### src/rtl/eeg_patch_loader_pkg.sv
// -----------------------------------------------------------------------------
// eeg_patch_loader_pkg
// Shared definitions for the EEG patch loader: epoch geometry, the memory-map
// base of the EEG input region, intermediate-result address/data types, the
// loader state encoding and the ADC-sample centring helper.
// -----------------------------------------------------------------------------
package eeg_patch_loader_pkg;

  // Epoch geometry: patches per sleep epoch and samples per patch.
  localparam int unsigned NUM_PATCHES_DEF = 60;
  localparam int unsigned PATCH_LEN_DEF   = 64;

  // Fixed-point alignment of a centred 16-bit sample to the EEG input format.
  localparam int unsigned FRAC_SHIFT_DEF  = 4;

  // Memory map: start of the EEG input region in intermediate-result memory.
  localparam int unsigned EEG_IN_BASE_ADDR = 32'h0000_0000;

  // Intermediate-result memory address and computation fixed-point word.
  typedef logic        [15:0] IntResAddr_t;
  typedef logic signed [21:0] CompFx_t;

  // Loader FSM states.
  typedef enum logic [1:0] {
    ST_IDLE    = 2'd0,
    ST_LOADING = 2'd1,
    ST_DRAIN   = 2'd2,
    ST_DONE    = 2'd3
  } loader_state_e;

  // Convert an unsigned ADC sample (midscale 0x8000) to a signed value centred
  // on zero. Flipping the MSB is exact over the whole range, so no saturation.
  function automatic logic signed [15:0] centre_sample(input logic [15:0] raw);
    return signed'(raw ^ 16'h8000);
  endfunction

endpackage : eeg_patch_loader_pkg

### src/rtl/eeg_patch_loader_if.sv
// -----------------------------------------------------------------------------
// eeg_patch_loader_if
// Bundles the loader's two data paths:
//   sample stream : sample_valid, sample_data (in), sample_ready (out)
//   memory write  : mem_wr_en, mem_wr_addr, mem_wr_data (out), mem_wr_gnt (in)
// Modports:
//   master : the loader (consumes samples, issues memory writes)
//   slave  : the environment (ADC front end + memory arbiter)
// -----------------------------------------------------------------------------
interface eeg_patch_loader_if
  import eeg_patch_loader_pkg::*;
#(
  parameter int unsigned ADDR_W = $bits(IntResAddr_t),
  parameter int unsigned DATA_W = $bits(CompFx_t)
);

  logic                     sample_valid;
  logic [15:0]              sample_data;
  logic                     sample_ready;
  logic                     mem_wr_en;
  logic [ADDR_W-1:0]        mem_wr_addr;
  logic signed [DATA_W-1:0] mem_wr_data;
  logic                     mem_wr_gnt;

  modport master (
    input  sample_valid,
    input  sample_data,
    input  mem_wr_gnt,
    output sample_ready,
    output mem_wr_en,
    output mem_wr_addr,
    output mem_wr_data
  );

  modport slave (
    output sample_valid,
    output sample_data,
    output mem_wr_gnt,
    input  sample_ready,
    input  mem_wr_en,
    input  mem_wr_addr,
    input  mem_wr_data
  );

endinterface : eeg_patch_loader_if

### src/rtl/eeg_patch_loader.sv
// -----------------------------------------------------------------------------
// eeg_patch_loader
// Streams one sleep epoch of ADC samples (NUM_PATCHES x PATCH_LEN) into the
// EEG input region of the intermediate-result memory. Each accepted sample is
// centred, aligned by FRAC_SHIFT and written at BASE_ADDR + p*PATCH_LEN + s
// through a single registered write slot arbitrated by mem_wr_gnt.
// Ports:
//   clk            : clock, rising edge
//   rst_n          : synchronous active-low reset
//   start          : one-cycle pulse starting an epoch load
//   bus (master)   : sample stream in, memory write request out
//   busy           : loader in LOADING or DRAIN
//   epoch_ready    : one-cycle pulse after the last write of the epoch
//   err_start_busy : sticky, start seen while busy
// -----------------------------------------------------------------------------
module eeg_patch_loader
  import eeg_patch_loader_pkg::*;
#(
  parameter int unsigned NUM_PATCHES = NUM_PATCHES_DEF,
  parameter int unsigned PATCH_LEN   = PATCH_LEN_DEF,
  parameter int unsigned ADDR_W      = $bits(IntResAddr_t),
  parameter int unsigned DATA_W      = $bits(CompFx_t),
  parameter int unsigned FRAC_SHIFT  = FRAC_SHIFT_DEF,
  parameter int unsigned BASE_ADDR   = EEG_IN_BASE_ADDR
) (
  input  logic                clk,
  input  logic                rst_n,
  input  logic                start,
  eeg_patch_loader_if.master  bus,
  output logic                busy,
  output logic                epoch_ready,
  output logic                err_start_busy
);

  // PATCH_LEN is a power of two, so p*PATCH_LEN is a left shift by LOG2_LEN.
  localparam int unsigned LOG2_LEN = $clog2(PATCH_LEN);
  localparam int unsigned S_W      = (LOG2_LEN > 0) ? LOG2_LEN : 1;
  // p must be able to count one past the last patch without wrapping.
  localparam int unsigned P_W      = (NUM_PATCHES > 1) ? $clog2(NUM_PATCHES + 1) : 1;

  localparam logic [S_W-1:0] S_LAST = S_W'(PATCH_LEN - 1);
  localparam logic [P_W-1:0] P_LAST = P_W'(NUM_PATCHES - 1);

  loader_state_e            state_r;
  loader_state_e            state_next_s;

  logic [S_W-1:0]           s_r;
  logic [P_W-1:0]           p_r;

  logic                     wr_en_r;
  logic [ADDR_W-1:0]        wr_addr_r;
  logic signed [DATA_W-1:0] wr_data_r;
  logic                     err_r;

  logic                     ready_s;
  logic                     accept_s;
  logic                     grant_s;
  logic                     last_s;
  logic                     busy_s;
  logic                     start_load_s;
  logic [ADDR_W-1:0]        addr_s;
  logic signed [15:0]       centred_s;
  logic signed [DATA_W-1:0] data_s;

  // A new sample may enter only when the write slot is empty or draining now.
  assign ready_s      = (state_r == ST_LOADING) && (!wr_en_r || bus.mem_wr_gnt);
  assign accept_s     = bus.sample_valid && ready_s;
  assign grant_s      = wr_en_r && bus.mem_wr_gnt;
  assign last_s       = (p_r == P_LAST) && (s_r == S_LAST);
  assign busy_s       = (state_r == ST_LOADING) || (state_r == ST_DRAIN);
  assign start_load_s = (state_r == ST_IDLE) && start;

  // Address of the sample being accepted; truncation to ADDR_W is intended.
  assign addr_s = ADDR_W'(BASE_ADDR) + (ADDR_W'(p_r) << LOG2_LEN) + ADDR_W'(s_r);

  // Sign-extend the centred sample, then align it to the fixed-point format.
  assign centred_s = centre_sample(bus.sample_data);
  assign data_s    = DATA_W'(centred_s) <<< FRAC_SHIFT;

  // FSM state register.
  always_ff @(posedge clk) begin
    if (!rst_n) begin
      state_r <= ST_IDLE;
    end else begin
      state_r <= state_next_s;
    end
  end

  // FSM next-state logic.
  always_comb begin
    state_next_s = state_r;
    case (state_r)
      ST_IDLE: begin
        if (start) begin
          state_next_s = ST_LOADING;
        end else begin
          state_next_s = ST_IDLE;
        end
      end
      ST_LOADING: begin
        if (accept_s && last_s) begin
          state_next_s = ST_DRAIN;
        end else begin
          state_next_s = ST_LOADING;
        end
      end
      ST_DRAIN: begin
        // In DRAIN the only pending write is the epoch's last sample.
        if (grant_s) begin
          state_next_s = ST_DONE;
        end else begin
          state_next_s = ST_DRAIN;
        end
      end
      ST_DONE: begin
        state_next_s = ST_IDLE;
      end
      default: begin
        state_next_s = ST_IDLE;
      end
    endcase
  end

  // Sample index s and patch index p; s wraps per patch and carries into p.
  always_ff @(posedge clk) begin
    if (!rst_n) begin
      s_r <= '0;
      p_r <= '0;
    end else if (start_load_s) begin
      s_r <= '0;
      p_r <= '0;
    end else if (accept_s) begin
      if (s_r == S_LAST) begin
        s_r <= '0;
        p_r <= p_r + P_W'(1'b1);
      end else begin
        s_r <= s_r + S_W'(1'b1);
        p_r <= p_r;
      end
    end else begin
      s_r <= s_r;
      p_r <= p_r;
    end
  end

  // Single write slot: loaded on accept, held until granted, then released.
  always_ff @(posedge clk) begin
    if (!rst_n) begin
      wr_en_r   <= 1'b0;
      wr_addr_r <= '0;
      wr_data_r <= '0;
    end else if (accept_s) begin
      wr_en_r   <= 1'b1;
      wr_addr_r <= addr_s;
      wr_data_r <= data_s;
    end else if (grant_s) begin
      wr_en_r   <= 1'b0;
      wr_addr_r <= wr_addr_r;
      wr_data_r <= wr_data_r;
    end else begin
      wr_en_r   <= wr_en_r;
      wr_addr_r <= wr_addr_r;
      wr_data_r <= wr_data_r;
    end
  end

  // Sticky protocol error: start while an epoch is in flight (not in DONE).
  always_ff @(posedge clk) begin
    if (!rst_n) begin
      err_r <= 1'b0;
    end else if (start && busy_s) begin
      err_r <= 1'b1;
    end else begin
      err_r <= err_r;
    end
  end

  assign bus.sample_ready = ready_s;
  assign bus.mem_wr_en    = wr_en_r;
  assign bus.mem_wr_addr  = wr_addr_r;
  assign bus.mem_wr_data  = wr_data_r;
  assign busy             = busy_s;
  assign epoch_ready      = (state_r == ST_DONE);
  assign err_start_busy   = err_r;

endmodule : eeg_patch_loader
### src/flat_wrapper.sv
// flat-port wrapper written by rule: the top's interface ports become plain ports
module eeg_patch_loader_flat import eeg_patch_loader_pkg::*;
#(
  parameter int unsigned NUM_PATCHES = NUM_PATCHES_DEF,
  parameter int unsigned PATCH_LEN   = PATCH_LEN_DEF,
  parameter int unsigned ADDR_W      = $bits(IntResAddr_t),
  parameter int unsigned DATA_W      = $bits(CompFx_t),
  parameter int unsigned FRAC_SHIFT  = FRAC_SHIFT_DEF,
  parameter int unsigned BASE_ADDR   = EEG_IN_BASE_ADDR
)
  (clk, rst_n, start, busy, epoch_ready, err_start_busy, bus_sample_valid, bus_sample_data, bus_mem_wr_gnt, bus_sample_ready, bus_mem_wr_en, bus_mem_wr_addr, bus_mem_wr_data);
  eeg_patch_loader_if #(.ADDR_W(ADDR_W), .DATA_W(DATA_W)) bus_i ();
  input  logic clk;
  input  logic rst_n;
  input  logic start;
  output logic busy;
  output logic epoch_ready;
  output logic err_start_busy;
  input wire logic [$bits(bus_i.sample_valid)-1:0] bus_sample_valid;
  input wire logic [$bits(bus_i.sample_data)-1:0] bus_sample_data;
  input wire logic [$bits(bus_i.mem_wr_gnt)-1:0] bus_mem_wr_gnt;
  output wire logic [$bits(bus_i.sample_ready)-1:0] bus_sample_ready;
  output wire logic [$bits(bus_i.mem_wr_en)-1:0] bus_mem_wr_en;
  output wire logic [$bits(bus_i.mem_wr_addr)-1:0] bus_mem_wr_addr;
  output wire logic [$bits(bus_i.mem_wr_data)-1:0] bus_mem_wr_data;
  assign bus_i.sample_valid = bus_sample_valid;
  assign bus_i.sample_data = bus_sample_data;
  assign bus_i.mem_wr_gnt = bus_mem_wr_gnt;
  assign bus_sample_ready = bus_i.sample_ready;
  assign bus_mem_wr_en = bus_i.mem_wr_en;
  assign bus_mem_wr_addr = bus_i.mem_wr_addr;
  assign bus_mem_wr_data = bus_i.mem_wr_data;
  eeg_patch_loader #(.NUM_PATCHES(NUM_PATCHES), .PATCH_LEN(PATCH_LEN), .ADDR_W(ADDR_W), .DATA_W(DATA_W), .FRAC_SHIFT(FRAC_SHIFT), .BASE_ADDR(BASE_ADDR)) u_core (.clk(clk), .rst_n(rst_n), .start(start), .bus(bus_i), .busy(busy), .epoch_ready(epoch_ready), .err_start_busy(err_start_busy));
endmodule
### config.mk
export PLATFORM = sky130hd
export DESIGN_NAME = eeg_patch_loader_flat
export DESIGN_NICKNAME = d
export VERILOG_FILES = /design/src/rtl/eeg_patch_loader_pkg.sv /design/src/rtl/eeg_patch_loader_if.sv /design/src/rtl/eeg_patch_loader.sv /design/src/flat_wrapper.sv
export SDC_FILE = /design/constraint.sdc
export NUM_CORES = 1
export LEC_CHECK = 0
export BUFFER_PORTS_ARGS = -buffer_cell sky130_fd_sc_hd__buf_2
export CAP_MARGIN = 20
export CORE_ASPECT_RATIO = 0.6
export CORE_MARGIN = 5
export CORE_UTILIZATION = 40
export DETAILED_ROUTE_END_ITERATION = 6
export GPL_TIMING_DRIVEN = 0
export PLACE_DENSITY = 0.64
export SLEW_MARGIN = 20
export SYNTH_ARGS = -nofsm -noshare
export SYNTH_HDL_FRONTEND = slang
export SYNTH_SLANG_ARGS = --single-unit
### constraint.sdc
create_clock -name clk -period 1.9 [get_ports clk]
set_clock_uncertainty 0.2 [all_clocks]
set_input_delay 0.38 -clock clk [delete_from_list [all_inputs] [get_ports clk]]
set_output_delay 0.38 -clock clk [all_outputs]
set_load 0.02 [all_outputs]
==> flow_metrics.tcl, run 1 <==
set metrics [dict create \
    p_per_area_nw_per_um2 705 \
    first_pass_iters 4 \
    crit_path_end_kind "register" \
    ctsLongestPathBuffers 2 \
    nets 327 \
    grt_pass1_wl_um 7210 \
    remaining_drc_errors 0 \
    critPathKind "register to register" \
    rsz0062_at_grt "true" \
    startpoint_type "register" \
    instances_no_fill 363 \
    critical-path-slowest-cell "or4_4" \
    required_ps 1890 \
    n_antenna_cell 0 \
    pre_cts_ws_ps -211 \
    worst-path-buf-inv 0 \
    worstPathMaxFanout 6 \
    detail_route.vias_per_cell 4.69 \
    p_sw_share_pct 25.1 \
    p_leak_uw 0.00106 \
    path_cells "ha_4 -> and4_4 -> nand3_4 -> or4_4 -> a22o_1" \
    cts.sinks 44 \
    wirelength_um 4360 \
    p_switching_uw 436 \
    irDropWorstVdd_mv 0.367 \
    worstReg2RegStart "u_core.s_r[1]" \
    n_fill_cell 475 \
    ys_warn_count 0 \
    wl_per_cell_um 12.0 \
    yosysSeqAreaShare_pct 46.0 \
    cts_tree "built" \
    postCtsHoldBufs 0 \
    dieArea_sq_um 6320 \
    grt_overflow 0 \
    cts_root_buf "clkbuf_8" \
    fmax_ghz 0.525 \
    drive_gt1_share_pct 31.0 \
    crit_family "simple AND/OR/NAND/NOR gates" \
    syn_inst 228 \
    ant_nets 0 \
    finalPower_uw 1740 \
    drtIter0Drc 97 \
    violations "negative setup slack" \
    grtUsageTotal_pct 13.9 \
    final_common_cell "nand2_1" \
    cp_slowest_stage_delay_ps 540 \
    grt_max_degree 14 \
    final_cell_mix "nand2_1 (64), buf_2 (56), dfxtp_1 (41)" \
    hpwl_um 3250 \
    worstPathArrival_ps 1900 \
    final_cell_area_sq_um 2460 \
    grt_pass1_vias 1559 \
    io_buffers 55 \
    ys_types 34 \
    finalHoldViolCount 0 \
    pwr-share-comb_pct 10.9 \
    clk_latency_ps 300 \
    min_path_type "input pin to register" \
    drv_slew 0 \
    std_cell_rows 19 \
    status "finished, violations left" \
    ios 64 \
    placed_cells 353 \
    antenna_found_initial 0 \
    layout_setup_ws_ps -6.15 \
    cts_buffers 5 \
    startpoint "u_core.s_r[1]" \
    clk_transition_reported_paths_ps 80 \
    die_h_um 63.6 \
    ys_ff_latch 44 \
    h-tree-depth 2 \
    core_area_sq_um 4610 \
    intPower_uw 1300 \
    max-cap-violations 0 \
    start_util_pct 41.6 \
    power_frac_seq_pct 54.5 \
    fp.dieW_um 99.4 \
    num_vias 1704 \
    setup_viol 1 \
    area_growth_pct 28.6 \
    clkPwrFrac_pct 34.6 \
    avgSynthCellArea_sq_um 8.41 \
    routabilityCongestion 0.776 \
    place_area_sq_um 2300 \
    min_from "bus_sample_data[12]" \
    netlist_area_sq_um 1920 \
    period_needed_ps 1910 \
    setup_tns_ps -6.15 \
    period_share_pct 100 \
]
[registers in the layout, summed over array words and instances (netlist names), named ones only]
register and cells:
u_core.bus.mem_wr_addr 12, u_core.bus.mem_wr_en 1, u_core.state_r 1, u_core.err_start_busy 1, u_core.s_r 6, u_core.bus.mem_wr_data 16
u_core.p_r 6
[per-stage QoR]
| stage | util [%] | hold slack (ps) |
|---|---|---|
| after global routing | 53.4 | 128 |
| after CTS | 52.7 | 114 |
| after global placement | 49.9 | 249 |
| final | 53.4 | 118 |
| after floorplan | - | 259 |
| after detailed placement | 49.9 | 253 |
[final timing paths]
kind	cells past startpoint	slack (ps)	endpoint
worst min register to register	2	260	u_core.bus.mem_wr_data[7]
worst min-delay path	3	120	u_core.bus.mem_wr_data[16]
worst max register to register	5	-6	u_core.state_r[0]
worst max-delay path	5	-6	u_core.state_r[0]
[power groups by stage]
| stage | logic, uW | registers (uW) | clock network [uW] |
|---|---|---|---|
| 2_1_floorplan | 101 | 987 | 0 |
| 3_3_place_gp | 181 | 970 | 0 |
| 3_5_place_dp | 183 | 970 | 0 |
| 4_1_cts | 186 | 947 | 619 |
| 5_1_grt | 209 | 950 | 655 |
| 6_report | 189 | 946 | 601 |
[Yosys cell counts]
cell type	n	area [sq um]
and4_4	1	11.3
dfxtp_1	44	881
xnor2_1	1	8.76
a21boi_0	28	210
ha_1	7	87.6
or4_1	2	15.0
a21oi_1	9	45.0
xor2_1	2	17.5
nand2b_1	1	6.26
inv_1	4	15.0
nand4_2	1	12.5
mux2i_1	1	10.0
nand2_1	64	240
clkbuf_1	11	41.3
nor2b_1	2	12.5
nor4_1	1	6.26
conb_1	1	3.75
nor2_1	8	30.0
nor3_1	2	10.0
o21ai_1	1	5.00
a2111oi_0	1	8.76
a22o_1	1	8.76
and3_1	1	6.26
or3_1	3	18.8
nand3_1	9	45.0
o31ai_1	1	7.51
nand3_2	1	10.0
buf_4	10	75.1
o21ai_0	4	20.0
and2_1	2	12.5
o211a_1	1	10.0
a41oi_1	1	8.76
a32oi_1	1	8.76
a211oi_1	1	7.51
[cell families (layout without fill, tap and decap cells)]
| family | after synthesis | after routing | share of synthesized area (%) |
|---|---|---|---|
| flops | 44 | 44 | 46.0 |
| compound gates | 49 | 49 | 17.8 |
| xor+xnor | 3 | 3 | 1.37 |
| mux | 1 | 1 | 0.522 |
| buf+inv | 25 | 90 | 6.85 |
| simple gates | 98 | 98 | 22.8 |
| other cells | 1 | 8 | 0.196 |
| fa+ha+maj | 7 | 7 | 4.57 |
[what timing repair did]
action | in CTS | in global routing
resized for setup | 10 | 16
endpoints found under the setup margin | 38 | 37
setup buffers | 0 | 2
pin swaps | 0 | 4
cloned | 0 | 0
[per-layer routing]
layer / GRT usage (%) / up-vias / wire, um
li1: - / 889 / -
met1: 19.2 / 759 / 2230
met2: 20.4 / 52 / 1690
met3: 5.07 / 4 / 391
met4: 3.58 / 0 / 46
met5: 0 / - / 0
[final cells by class]
class / instances / area [sq um] / share of cell area [%]
buffer: 21 / 124 / 5.03
clock buffer: 6 / 82.6 / 3.35
clock inverter: 2 / 10.0 / 0.406
inverter: 4 / 15.0 / 0.609
multi-input combinational: 166 / 972 / 39.4
sequential: 44 / 892 / 36.2
tap: 63 / 78.8 / 3.20
timing repair buffer: 57 / 290 / 11.8
[worst reg2reg max path, delay by kind of cell, from the launching register on]
| family | cells | cell delay, ps |
|---|---|---|
| adders and majority gates | 1 | 150 |
| AOI/OAI and AO/OA | 1 | 190 |
| and+or+nand+nor | 3 | 880 |
| DFF | 1 | 390 |
Power figures use the tool's default switching activity.
==> run 2, diff against run 1 <==
- PLACE_DENSITY: 0.64 -> 0.68
==> run 2 against run 1 <==
Against the previous run:
- the run now ends clean
- via count increased by 1.8%
- sequential power about the same
- global-route usage grew 0.50 points
- die area unchanged
- non-clock buffer count rose by 7
==> flow_metrics.tcl, run 2 (synthesis gave the netlist of run 1 again) <==
set metrics [dict create \
    worst-path-buf-inv 0 \
    io_buffers 55 \
    remaining_drc_errors 0 \
    grt_overflow 0 \
    rsz0062_at_grt "true" \
    worstPathArrival_ps 1840 \
    placed_cells 353 \
    first_pass_iters 4 \
    critPathKind "register to register" \
    std_cell_rows 19 \
    fp.dieW_um 99.4 \
    period_needed_ps 1850 \
    clk_latency_ps 290 \
    h-tree-depth 2 \
    crit_family "simple AND/OR/NAND/NOR gates" \
    required_ps 1890 \
    dieArea_sq_um 6320 \
    fmax_ghz 0.541 \
    cts.sinks 44 \
    wl_per_cell_um 12.3 \
    hpwl_um 3220 \
    irDropWorstVdd_mv 0.317 \
    ant_nets 0 \
    crit_path_end_kind "register" \
    ctsLongestPathBuffers 2 \
    ios 64 \
    setup_viol 0 \
    detail_route.vias_per_cell 4.69 \
    layout_setup_ws_ps 50.1 \
    max-cap-violations 0 \
    final_cell_mix "nand2_1 (64), buf_2 (55), dfxtp_1 (38)" \
    path_cells "ha_4 -> and4_4 -> nand3_4 -> or4_4 -> a22o_1" \
    p_leak_uw 0.00108 \
    wirelength_um 4540 \
    instances_no_fill 370 \
    final_common_cell "nand2_1" \
    min_path_type "input pin to register" \
    cp_slowest_stage_delay_ps 510 \
    antenna_found_initial 0 \
    drive_gt1_share_pct 32.2 \
    cts_root_buf "clkbuf_8" \
    grtUsageTotal_pct 14.4 \
    nets 334 \
    period_share_pct 97.4 \
    pre_cts_ws_ps -232 \
    clk_transition_reported_paths_ps 80 \
    status "complete, no violations" \
    core_area_sq_um 4610 \
    drv_slew 0 \
    grt_max_degree 13 \
    place_area_sq_um 2300 \
    final_cell_area_sq_um 2520 \
    largest_reg_flops 16 \
    setup_tns_ps 0 \
    worstPathMaxFanout 3 \
    die_h_um 63.6 \
    finalHoldViolCount 0 \
    area_growth_pct 31.3 \
    cts_buffers 5 \
    n_antenna_cell 0 \
    critical-path-slowest-cell "or4_4" \
    grt_pass1_vias 1576 \
    grt_pass1_wl_um 7420 \
    start_util_pct 41.6 \
    p_per_area_nw_per_um2 690 \
    routabilityCongestion 0.858 \
    cts_tree "built" \
    postCtsHoldBufs 0 \
    drtIter0Drc 56 \
    startpoint_type "register" \
    post-route-util_pct 54.6 \
    num_vias 1735 \
]
-- run 2: what timing repair did --
action / CTS / global route
buffers inserted: 5 / 4
endpoints found under the hold margin: 0 / 0
resized for setup: 11 / 13
pin swaps: 3 / 5
gates cloned: 0 / 0
setup endpoints to repair: 38 / 33
-- run 2: path summary, 6_finish.rpt --
check	slack, ps	end	from	depth (start not counted)
worst min-delay path	130	u_core.bus.mem_wr_data[8]	bus_sample_data[4]	3
worst max register to register	50	u_core.state_r[0]	u_core.s_r[1]	5
worst min register to register	260	u_core.bus.mem_wr_data[18]	u_core.bus.mem_wr_data[18]	2
worst max-delay path	50	u_core.state_r[0]	u_core.s_r[1]	5
-- run 2: routing by layer --
metal  up-vias  global-route usage [%]  part of all wire, %
met3         2                    5.95                  8.4
met5         -                       0                    0
met2        44                    21.4                   42
li1        903                       -                    -
met1       786                    19.1                   49
met4         0                    4.09                 0.37
-- run 2: area by class of cell --
| cell class | instances | area, sq um |
|---|---|---|
| Fill cell | 440 | 2100 |
| Multi-Input combinational cell | 166 | 972 |
| Sequential cell | 44 | 896 |
| Timing Repair Buffer | 64 | 343 |
| Buffer | 21 | 121 |
| Clock buffer | 8 | 90.1 |
| Tap cell | 63 | 78.8 |
| Inverter | 4 | 15.0 |
-- run 2: power breakdown --
part           total (uW)  switching [uW]  internal (uW)
Clock                 598             302            297
Sequential            946            10.6            935
Combinational         193             116           76.7
-- run 2: stage by stage --
step	total power [uW]	hold WS (ps)
after global placement	1150	249
after detailed placement	1150	255
after CTS	1750	119
after floorplan	1090	259
after global routing	1820	119
final	1740	129
-- run 2: worst reg2reg max path, stage by stage, from the launching register on --
cell and delay, ps:
dfxtp_4 360, ha_4 130, and4_4 260, nand3_4 80
or4_4 510, a22o_1 220
==> run 3, diff against run 2 <==
- ABC_AREA: unset -> 1
==> run 3 against run 2 <==
Against the previous run:
- power rose by 20%
- sequential share of layout area up 1.3 points
- register-to-register slack better by 150 ps
- flip-flop and latch count stayed put
- die area fell by 0.62%
- first-iteration DRC count rose by 52%
- cell count rose by 3.2%
- area after synthesis is 0.72% lower
- clock-buffer cell count shrank 2
==> flow_metrics.tcl, run 3 <==
set metrics [dict create \
    status "complete, no violations" \
    drtIter0Drc 85 \
    cp_slowest_stage_delay_ps 370 \
    ff2ff_setup_slack_ps 200 \
    syn_inst 249 \
    drv_slew 0 \
    dieArea_sq_um 6280 \
    grt_max_degree 14 \
    synth_compound_area_share_pct 14.5 \
    drive_gt1_share_pct 27.9 \
    path_cells "inv_1 -> ha_1 -> buf_2" \
    routabilityCongestion 0.842 \
    cts_root_buf "clkbuf_8" \
    h-tree-depth 2 \
    start_util_pct 41.5 \
    clk_transition_reported_paths_ps 80 \
    period_share_pct 96.1 \
    avgSynthCellArea_sq_um 7.64 \
    placed_cells 374 \
    startpoint_type "register" \
    yosysTopAreaCell "dfxtp_1" \
    wl_per_cell_um 11.9 \
    max-cap-violations 0 \
    worstPathArrival_ps 1250 \
    postCtsSetupBuffers 0 \
    critical-path-slowest-cell "dfxtp_2" \
    synth_top_family_by_area "simple AND/OR/NAND/NOR gates" \
    setup_tns_ps 0 \
    first_pass_iters 4 \
    reg2reg_to "u_core.state_r[0]" \
    std_cell_rows 19 \
    period_needed_ps 1830 \
    wirelength_um 4530 \
    detail_route.vias_per_cell 4.57 \
    grt_pass1_wl_um 7390 \
    area_growth_pct 25.9 \
    ys_warn_count 0 \
    synthTopCellsByCount "nand2_1 (69), dfxtp_1 (44), a21oi_1 (41)" \
    synth-simple-area-share_pct 22.1 \
    irDropWorstVdd_mv 0.426 \
    instances_no_fill 382 \
    synthFlopType "dfxtp_1" \
    die_h_um 63.4 \
    final_cell_mix "nand2_1 (69), buf_2 (57), dfxtp_1 (42)" \
    holdPathStages 2 \
    ant_nets 0 \
    rsz0062_at_grt "false" \
    worstReg2RegStart "u_core.s_r[0]" \
    grt_overflow 0 \
    synthTopCellsByArea "dfxtp_1 (46%), nand2_1 (14%), a21oi_1 (11%)" \
    synth_most_common_cell "nand2_1" \
    ctsLongestPathBuffers 2 \
    synth_xor_area_share_pct 0.460 \
    remaining_drc_errors 0 \
    min_path_type "input pin to register" \
    worstPathMaxFanout 5 \
    critPathKind "register to output port" \
    hpwl_um 3420 \
    muxShareOfSynthArea_pct 0 \
    min_to "u_core.bus.mem_wr_data[19]" \
    largest_reg_flops 16 \
    ys_types 24 \
    cts.sinks 44 \
    p_per_area_nw_per_um2 873 \
    required_ps 1320 \
    ios 64 \
    synth_edf_count 0 \
    cts_buffers 5 \
    core_area_sq_um 4590 \
    ys_ff_latch 44 \
    crit_path_end_kind "output port" \
    cts_tree "built" \
    multi_input_area_sq_um 825 \
    min_from "bus_sample_data[15]" \
    post-route-util_pct 52.2 \
    p_leak_uw 0.00112 \
    r2r_cells 8 \
    num_vias 1746 \
    grt_pass1_vias 1515 \
    io_buffers 55 \
    yosysSeqAreaShare_pct 46.3 \
    n_antenna_cell 0 \
    fp.dieW_um 99.0 \
    finalHoldViolCount 0 \
    fmax_ghz 0.548 \
    synth_top_area_share_pct 46.3 \
    nets 346 \
    antenna_found_initial 0 \
    grtUsageTotal_pct 14.5 \
    finalPower_uw 2090 \
    async_flop_share_pct 0 \
    n_fill_cell 475 \
    clk_latency_ps 290 \
    synth_fa_ha_area_share_pct 4.60 \
    final_common_cell "nand2_1" \
    seq_area_sq_um 883 \
    setup_viol 0 \
    netlist_area_sq_um 1900 \
]
## run 3: cell types whose count changed in the layout (fill, tap and decap cells not counted), sizes merged, moves of 3 or more
| cell | change |
|---|---|
| a21boi | -28 |
| a21oi | +32 |
| clkbuf | -11 |
| inv | +20 |
| nand2 | +8 |
| nor2 | +4 |
| o21ai | +9 |
| or3 | -3 |
## run 3: critical path: cells and delay by family (launching register included)
family	cells	cell delay, ps
adders and majority gates	1	320
buffers and inverters	2	260
DFF	1	370
## run 3: what timing repair did
action                                  4_1_cts  5_1_grt
endpoints found under the setup margin        0        2
hold buffers                                  0        0
resized for setup                             0        3
## run 3: cells by family after synthesis
kind of cell	Yosys count
AOI/OAI and AO/OA	55
xor gates and xnor gates	1
adders and majority gates	7
buffers and inverters	43
DFF	44
other	1
and+or+nand+nor	98
## run 3: area by class of cell
class                      instances  share of cell area (%)
inverter                          24                    3.86
clock inverter                     2                    1.46
clock buffer                       6                    3.03
timing repair buffer              55                    11.5
sequential                        44                    36.9
buffer                            19                    5.59
tap                               63                    3.29
multi-input combinational        169                    34.4
## run 3: worst max path at each step
stage                      startpoint           endpoint  slack, ps  cells after the start
detailed placement           register  u_core.state_r[0]        180                      7
finish              u_core.state_r[0]               busy         70                      3
global placement             register  u_core.state_r[0]        190                      7
CTS                 u_core.state_r[0]               busy         10                      3
floorplan                    register  u_core.state_r[0]        410                      7
global route                 register   bus_sample_ready         20                      5
## run 3: metal layers
metal  global-route usage [%]  wire length, um  up-vias
li1                         -                -      916
met1                     20.8             2320      771
met2                     20.4             1790       52
met3                     4.74              358        7
met4                     4.60               63        0
met5                        0                0        -
## run 3: per-stage QoR
step	hold slack [ps]	worst slack, ps	cell area [sq um]
after CTS	46.1	11.3	2390
after global routing	44.0	15.3	2400
after floorplan	266	412	1930
final	51.8	74.1	2400
after global placement	245	188	2280
after detailed placement	253	184	2280
## run 3: report_power, final
group / total (uW) / internal (uW) / leakage, uW / switching [uW]
Combinational: 380 / 138 / 0.000712 / 242
Sequential: 1000 / 972 / 0.000357 / 30.0
Clock: 709 / 391 / 0.0000552 / 319
